$ cat src/rtl/pipe_pkg.sv
// -----------------------------------------------------------------------------
// pipe_pkg
// Shared definitions for the MEM->WB write-back stage.
//   - Default field widths of a write-back entry.
//   - wb_payload_t: one write-back entry at the default widths.
//   - REG_ZERO: index of the hard-wired zero register (never written).
//   - payload_w(): packed width of an entry for arbitrary field widths, so
//     parametrised instances can size their flat payload vector.
// -----------------------------------------------------------------------------
package pipe_pkg;

  localparam int DEF_DATA_W = 32;
  localparam int DEF_ADDR_W = 10;
  localparam int DEF_RD_W   = 5;

  localparam int REG_ZERO = 0;

  typedef struct packed {
    logic [DEF_DATA_W-1:0] alu;
    logic [DEF_DATA_W-1:0] dm;
    logic [DEF_ADDR_W-1:0] dmaddr;
    logic [DEF_RD_W-1:0]   rd;
    logic                  regw;
    logic                  mem2r;
  } wb_payload_t;

  // Field order matches wb_payload_t: alu, dm, dmaddr, rd, regw, mem2r.
  function automatic int payload_w(input int data_w, input int addr_w, input int rd_w);
    return 2 * data_w + addr_w + rd_w + 2;
  endfunction

endpackage

$ cat src/rtl/pipe_skid_buf.sv
// -----------------------------------------------------------------------------
// pipe_skid_buf
// Generic 2-entry valid/ready skid register on a packed payload of width W.
// The main register drives the output; the skid register catches the one
// entry that can arrive while main is stalled. in_ready is taken straight
// from skid state, so there is no combinational path from in_valid or
// out_ready to in_ready.
// Ports:
//   clk, rst          clock, asynchronous active-high reset
//   in_valid/in_ready upstream handshake
//   in_data [W]       upstream payload
//   flush             synchronous kill of both held entries
//   out_valid/out_ready downstream handshake
//   out_data [W]      main-register payload
// -----------------------------------------------------------------------------
module pipe_skid_buf #(
  parameter int W = 8
) (
  input  logic         clk,
  input  logic         rst,
  input  logic         in_valid,
  output logic         in_ready,
  input  logic [W-1:0] in_data,
  input  logic         flush,
  output logic         out_valid,
  input  logic         out_ready,
  output logic [W-1:0] out_data
);

  logic         r_main_vld_p1;
  logic         r_skid_vld_p1;
  logic [W-1:0] r_main_data_p1;
  logic [W-1:0] r_skid_data_p1;

  logic w_acc;
  logic w_xfer;
  logic w_main_free;

  // Skid empty is the only condition for accepting; it is registered state.
  assign w_acc       = in_valid & ~r_skid_vld_p1;
  assign w_xfer      = r_main_vld_p1 & out_ready;
  assign w_main_free = ~r_main_vld_p1 | w_xfer;

  // ---- stage p1: main + skid registers ----
  always_ff @(posedge clk or posedge rst) begin
    if (rst) begin
      r_main_vld_p1  <= 1'b0;
      r_skid_vld_p1  <= 1'b0;
      r_main_data_p1 <= '0;
      r_skid_data_p1 <= '0;
    end else if (flush) begin
      // Payloads are left stale; they are don't-care while invalid.
      r_main_vld_p1 <= 1'b0;
      r_skid_vld_p1 <= 1'b0;
    end else if (w_main_free) begin
      // Skid entry is older than anything upstream, so it refills main first.
      // While skid is full, w_acc is 0, so no input can be lost here.
      if (r_skid_vld_p1) begin
        r_main_data_p1 <= r_skid_data_p1;
        r_main_vld_p1  <= 1'b1;
        r_skid_vld_p1  <= 1'b0;
      end else if (w_acc) begin
        r_main_data_p1 <= in_data;
        r_main_vld_p1  <= 1'b1;
      end else begin
        r_main_vld_p1 <= 1'b0;
      end
    end else if (w_acc) begin
      r_skid_data_p1 <= in_data;
      r_skid_vld_p1  <= 1'b1;
    end
  end

  assign in_ready  = ~r_skid_vld_p1;
  assign out_valid = r_main_vld_p1;
  assign out_data  = r_main_data_p1;

endmodule

$ cat src/rtl/mem_wb_skid_stage.sv
// -----------------------------------------------------------------------------
// mem_wb_skid_stage
// MEM->WB pipeline stage between data memory and the register file. Holds up
// to two entries in a skid buffer, selects the write-back data, gates the
// register-file write enable and counts idle (bubble) cycles.
// Ports:
//   clk, rst                  clock, asynchronous active-high reset
//   in_valid / in_ready       upstream handshake (in_ready registered)
//   in_alu, in_dm             ALU result, DM read data        [DATA_W]
//   in_dmaddr                 DM address                      [ADDR_W]
//   in_rd                     destination register            [RD_W]
//   in_regw, in_mem2r         write request, DM/ALU select
//   flush                     synchronous kill of held entries
//   out_valid / out_ready     downstream handshake
//   out_alu .. out_mem2r      held fields of the main register
//   wb_data                   out_mem2r ? out_dm : out_alu
//   wb_we                     RF write enable, never for rd==0
//   bubble_cnt                saturating count of cycles with out_valid==0
// -----------------------------------------------------------------------------
module mem_wb_skid_stage
  import pipe_pkg::*;
#(
  parameter int DATA_W = DEF_DATA_W,
  parameter int ADDR_W = DEF_ADDR_W,
  parameter int RD_W   = DEF_RD_W,
  parameter int CNT_W  = 16
) (
  input  logic              clk,
  input  logic              rst,
  input  logic              in_valid,
  output logic              in_ready,
  input  logic [DATA_W-1:0] in_alu,
  input  logic [DATA_W-1:0] in_dm,
  input  logic [ADDR_W-1:0] in_dmaddr,
  input  logic [RD_W-1:0]   in_rd,
  input  logic              in_regw,
  input  logic              in_mem2r,
  input  logic              flush,
  output logic              out_valid,
  input  logic              out_ready,
  output logic [DATA_W-1:0] out_alu,
  output logic [DATA_W-1:0] out_dm,
  output logic [ADDR_W-1:0] out_dmaddr,
  output logic [RD_W-1:0]   out_rd,
  output logic              out_regw,
  output logic              out_mem2r,
  output logic [DATA_W-1:0] wb_data,
  output logic              wb_we,
  output logic [CNT_W-1:0]  bubble_cnt
);

  localparam int PW = payload_w(DATA_W, ADDR_W, RD_W);

  function automatic logic [CNT_W-1:0] sat_inc(input logic [CNT_W-1:0] v);
    return (&v) ? v : v + 1'b1;
  endfunction

  logic [PW-1:0]    w_in_pl;
  logic [PW-1:0]    w_out_pl;
  logic             w_out_valid;
  logic [CNT_W-1:0] r_bubble_p1;

  assign w_in_pl = {in_alu, in_dm, in_dmaddr, in_rd, in_regw, in_mem2r};

  pipe_skid_buf #(
    .W (PW)
  ) u_skid (
    .clk       (clk),
    .rst       (rst),
    .in_valid  (in_valid),
    .in_ready  (in_ready),
    .in_data   (w_in_pl),
    .flush     (flush),
    .out_valid (w_out_valid),
    .out_ready (out_ready),
    .out_data  (w_out_pl)
  );

  assign {out_alu, out_dm, out_dmaddr, out_rd, out_regw, out_mem2r} = w_out_pl;
  assign out_valid = w_out_valid;

  assign wb_data = out_mem2r ? out_dm : out_alu;
  // A transfer that coincides with flush still writes back.
  assign wb_we   = w_out_valid & out_ready & out_regw & (out_rd != RD_W'(REG_ZERO));

  // ---- stage p1: bubble counter ----
  always_ff @(posedge clk or posedge rst) begin
    if (rst) begin
      r_bubble_p1 <= '0;
    end else if (!w_out_valid) begin
      r_bubble_p1 <= sat_inc(r_bubble_p1);
    end
  end

  assign bubble_cnt = r_bubble_p1;

endmodule

$ cat config.mk
export PLATFORM = sky130hd
export DESIGN_NAME = mem_wb_skid_stage
export DESIGN_NICKNAME = d
export VERILOG_FILES = /design/src/rtl/pipe_pkg.sv /design/src/rtl/pipe_skid_buf.sv /design/src/rtl/mem_wb_skid_stage.sv
export SDC_FILE = /design/constraint.sdc
export NUM_CORES = 1
export LEC_CHECK = 0
export CORE_ASPECT_RATIO = 0.5
export CORE_MARGIN = 1
export CORE_UTILIZATION = 40
export CTS_CLUSTER_SIZE = 40
export DETAILED_ROUTE_END_ITERATION = 7
export PLACE_DENSITY = 0.68
export RECOVER_POWER = 100
export SYNTH_ARGS = -nofsm -noshare
export SYNTH_HDL_FRONTEND = slang
export SYNTH_SLANG_ARGS = --single-unit
export TNS_END_PERCENT = 5
$ cat constraint.sdc
create_clock -name clk -period 18.35 [get_ports clk]
set_input_delay 3.67 -clock clk [delete_from_list [all_inputs] [get_ports clk]]
set_output_delay 3.67 -clock clk [all_outputs]
set_load 0.02 [all_outputs]
* Word level (Yosys, flattened, before mapping) *
Cells that the tools add are included.

word-level totals
  input port bits = 86
  logic and storage cells = 34
  register bits = 180
  output and inout port bits = 132

cells by class
  bitwise operators = 10
  $add $sub $neg = 1
  multiplexer cells = 10
  reduce and logical (&&, ||, !) cells = 8

operator list
  cell                                                              count
  81-bit 2-to-1 mux                                                 2
  32-bit 2-to-1 mux                                                 1
  16-bit by 1-bit adder with 16-bit output (second input constant)  1
  16-bit AND reduction                                              1
  1-bit 2-to-1 mux                                                  7
  3-bit AND reduction                                               2
  1-bit NOT                                                         5
  5-bit nonzero test                                                1
  1-bit bitwise AND                                                 4
  2-bit nonzero test                                                2
  3-bit nonzero test                                                1
  2-bit AND reduction                                               1
  1-bit OR                                                          1

* Longest topological paths before layout *
  word-level depth = 6
  gate-level depth with buffers = 5
  depth with buffers taken out = 5

* Hierarchy *
A second synthesis with hierarchy kept.

unflattened totals
  cells, all modules = 563
  area total of the unflattened synthesis = 8339.2 um2

modules (own cells, without submodules)
  module             seq. area each (um2)  area an instance (um2)  times used  cells each
  pipe_skid_buf      4103.9                7074.3                  1           442
  mem_wb_skid_stage  400.4                 1265.0                  1           121

* Worst setup path before layout *
Ideal clock, no wire load.

  kind = input to output
  start point = input out_ready
  end point = output wb_we
  required time = 14680 ps
  path buffers = 0
  arrival time = 4085 ps
  path slack = 10595 ps
  stages = 2
  cell sequence = nand3_1 > a21oi_1

between the ends
  word-level cells in the longest chain between the ends = 3

ends and longest elaborated chain
  element                         RTL line                 RTL
  start: declaration              mem_wb_skid_stage.sv:40  input logic out_ready,
  1-bit bitwise AND (3 in a row)  mem_wb_skid_stage.sv:84  assign wb_we = w_out_valid & out_ready & out_regw & (out_rd != RD_W'(REG_ZERO));
  end: declaration                mem_wb_skid_stage.sv:48  output logic wb_we,

Every way passes these cells.

==> summary.txt <==
STA
  – Worst clock skew: 0.00766 ns
  – RSZ-0062 raised after global routing: no
  – FMAX: 0.112 GHz
  – Fin. max-slew vios: 473
  – Endpoints failing setup: 0
  – Post-route minimum period: 8.89 ns
  – Fin Setup TNS: 0 ns
  – Worst Tran Pin Value: roughly 3.6 ns
  – Slew margin rel.: -1.39
  – Period utilization: 0.484
  – Hold Fails Final Rpt: 0

Route
  – Final WL: 19,400 µm
  – Vias per cell: 5.00
  – Routed vias: 5,630
  – Initial DRC Count: 183
  – DR WL/cell: between 15 and 20 µm
  – DR DRC count: 0
  – DRT antenna net count: 0
  – Pre-antenna DRT Iters: 4

Logic synthesis
  – Main flop type after synthesis: dfrtp_1
  – #FFs+latches synth: 180
  – Count of cell types in the netlist: 31
  – Warnings from Yosys: 0
  – Cells after Synth: 643
  – Ys async rst share: 1.00
  – Synth Cell Area: slightly below 0.008 mm²
  – Post-synth net total: between 700 and 800
  – EDFF count, synth: 0
  – Synth Area per Inst: 12.4 µm²
  – Post-synthesis sequential area ratio: 0.566

Global routing
  – Global Route Usage Sum: 0.197
  – First-pass GRT wire length: 30,900 µm
  – Antenna violations before repair: 0
  – Largest net degree at the start of global routing: 67
  – Gr ovfl total: 0
  – Vias in the first global route: 5,662

Run status
  – Status: finished with violations
  – Failing checks: capacitance limit, slew limit

Die
  – Die width: 201 µm
  – Row count: 36
  – Die Area: about 0.020 mm²
  – # IOs: around 220
  – Core ar.: 0.0195 mm²
  – Die height: 102 µm
  – Initial Utilization: 0.409

Clock network
  – Longest Clk Path Bufs: 2
  – Total number of H-tree levels: 4
  – CTS root buf: clkbuf_16
  – Hold buffers post-CTS: 0
  – CTS tree: built
  – # resized after CTS: 0
  – Postcts setup bufs: 0
  – CTS Sinks: 180
  – Worst-skew pair later-pin latency: 0.43 ns
  – CTS Buf Count: 17
  – Clock transition at path regs: ~0.06 ns

Worst setup path
  – Max FO, Critical Path: 66
  – Crit path DAT: approximately 8.6 ns
  – Worst Setup End Kind: async pin
  – Crit path launch type: input pin
  – CP Data Required Time: 18.07 ns
  – Setup slack, reg-to-reg: between 10 and 15 ns
  – Crit path kind: in2async

Worst hold path
  – Worst min path class: reg2reg

Job
  – Max Cap Viol: 9

Layout
  – Footprint of the multi-input gates: 0.00322 mm²
  – # diodes: 0
  – Layout cells sized above 1: 0.0791
  – # fillers: 1,699
  – Leading cell type in the layout, fill and taps excluded: dfrtp_1
  – Seq. cell area: 0.00450 mm²
  – Synthesis-to-layout area growth: 37.2%
  – Nets: 934
  – Most frequent cells in the layout: 180 x dfrtp_1, 133 x dlygate4sd3_1, 86 x nor2_1

Place
  – Gpl congestion: 0.754
  – DP Wirelength: 13,000 µm
  – # port buffers: 217

Power
  – Peak supply drop: between 0.00005 and 0.00006 V
  – Final Power: 1.26 mW
  – Pwr per Cell Area: 115 mW/mm²
  – Static leakage power: ~4.4 nW
where the power goes:
| group | switching [mW] | leakage, nW | internal, mW |
|---|---|---|---|
| Combinational | 0.153 | 1.95 | 0.155 |
| Clock | 0.155 | 0.307 | 0.249 |
| Sequential | 0.0639 | 2.12 | 0.480 |
logic make-up (layout without fill, tap and decap cells):
kind of cell	count (synthesis)	count (layout)	share of synthesized area
XOR/XNOR	10	10	0.0110
AO/OA/AOI/OAI	89	89	0.0560
multiplexers	197	197	0.267
flip-flops	180	180	0.566
AND/OR/NAND/NOR	123	123	0.0728
buffers and inverters	43	260	0.0255
adder cells (fa/ha/maj)	1	1	0.00157
state kept, by name (all words and copies together) (netlist names):
| register | cells |
|---|---|
| u_skid.out_data | 81 |
| u_skid.out_valid | 1 |
| u_skid.r_skid_vld_p1 | 1 |
| u_skid.r_skid_data_p1 | 81 |
| bubble_cnt | 16 |
metal layers:
metal | share of wire | global-route usage
met3 | 0.028 | 0.0441
met4 | 0.014 | 0.0705
met2 | 0.50 | 0.325
met1 | 0.46 | 0.258
met5 | 0 | 0
metrics by stage:
stage,hold WS [ns],worst slack (ns),cells,cell area (µm²),util
6_report,0.490,9.46,1126,10900,0.561
5_1_grt,0.502,8.31,1126,10900,0.561
4_1_cts,0.495,9.68,1126,11000,0.565
3_5_place_dp,0.481,9.69,1094,10400,0.532
3_3_place_gp,0.473,9.70,1094,10400,0.532
2_1_floorplan,0.464,9.79,643,7950,-
worst paths after layout:
path	cells after the start	from	end
hold / removal	1	u_skid.r_skid_data_p1[80]$_DFFE_PP0P_	u_skid.r_skid_data_p1[80]$_DFFE_PP0P_
setup reg to reg	5	u_skid.r_skid_vld_p1$_DFFE_PP0P_	u_skid.out_data[17]$_DFFE_PP0P_
setup / recovery	3	rst	u_skid.r_skid_data_p1[69]$_DFFE_PP0P_
hold reg to reg	1	u_skid.r_skid_data_p1[80]$_DFFE_PP0P_	u_skid.r_skid_data_p1[80]$_DFFE_PP0P_
min in group asynchronous	2	rst	u_skid.out_data[38]$_DFFE_PP0P_
max in group clk	4	out_ready	wb_we
critical path, stage by stage:
cell,delay [ns]
dlygate4sd3_1,0.54
clkinvlp_2,1.69
clkbuf_1,2.61
cell type report:
class | instances | share of cell area
Multi-Input combinational cell | 420 | 0.295
Clock inverter | 9 | 0.0160
Sequential cell | 180 | 0.413
Clock buffer | 23 | 0.0429
Inverter | 4 | 0.00149
Timing Repair Buffer | 224 | 0.202
Tap cell | 266 | 0.0305
Yosys cell counts, types with 3 or more instances:
cell      number  area (µm²)
buf_2         33         165
o21ai_0        5        25.0
mux2_2        35         394
inv_1          4        15.0
mux2i_1       81         811
nand3_1        5        25.0
nor3_1         8        40.0
dfrtp_1      180        4500
nand4_1        3        18.8
nand2_1        5        18.8
mux2_1        80         901
nor4_1         3        18.8
nor2_1        86         323
clkbuf_1       6        22.5
xor2_1        10        87.6
a21oi_1       84         420
(Power assumes the default switching activity.)
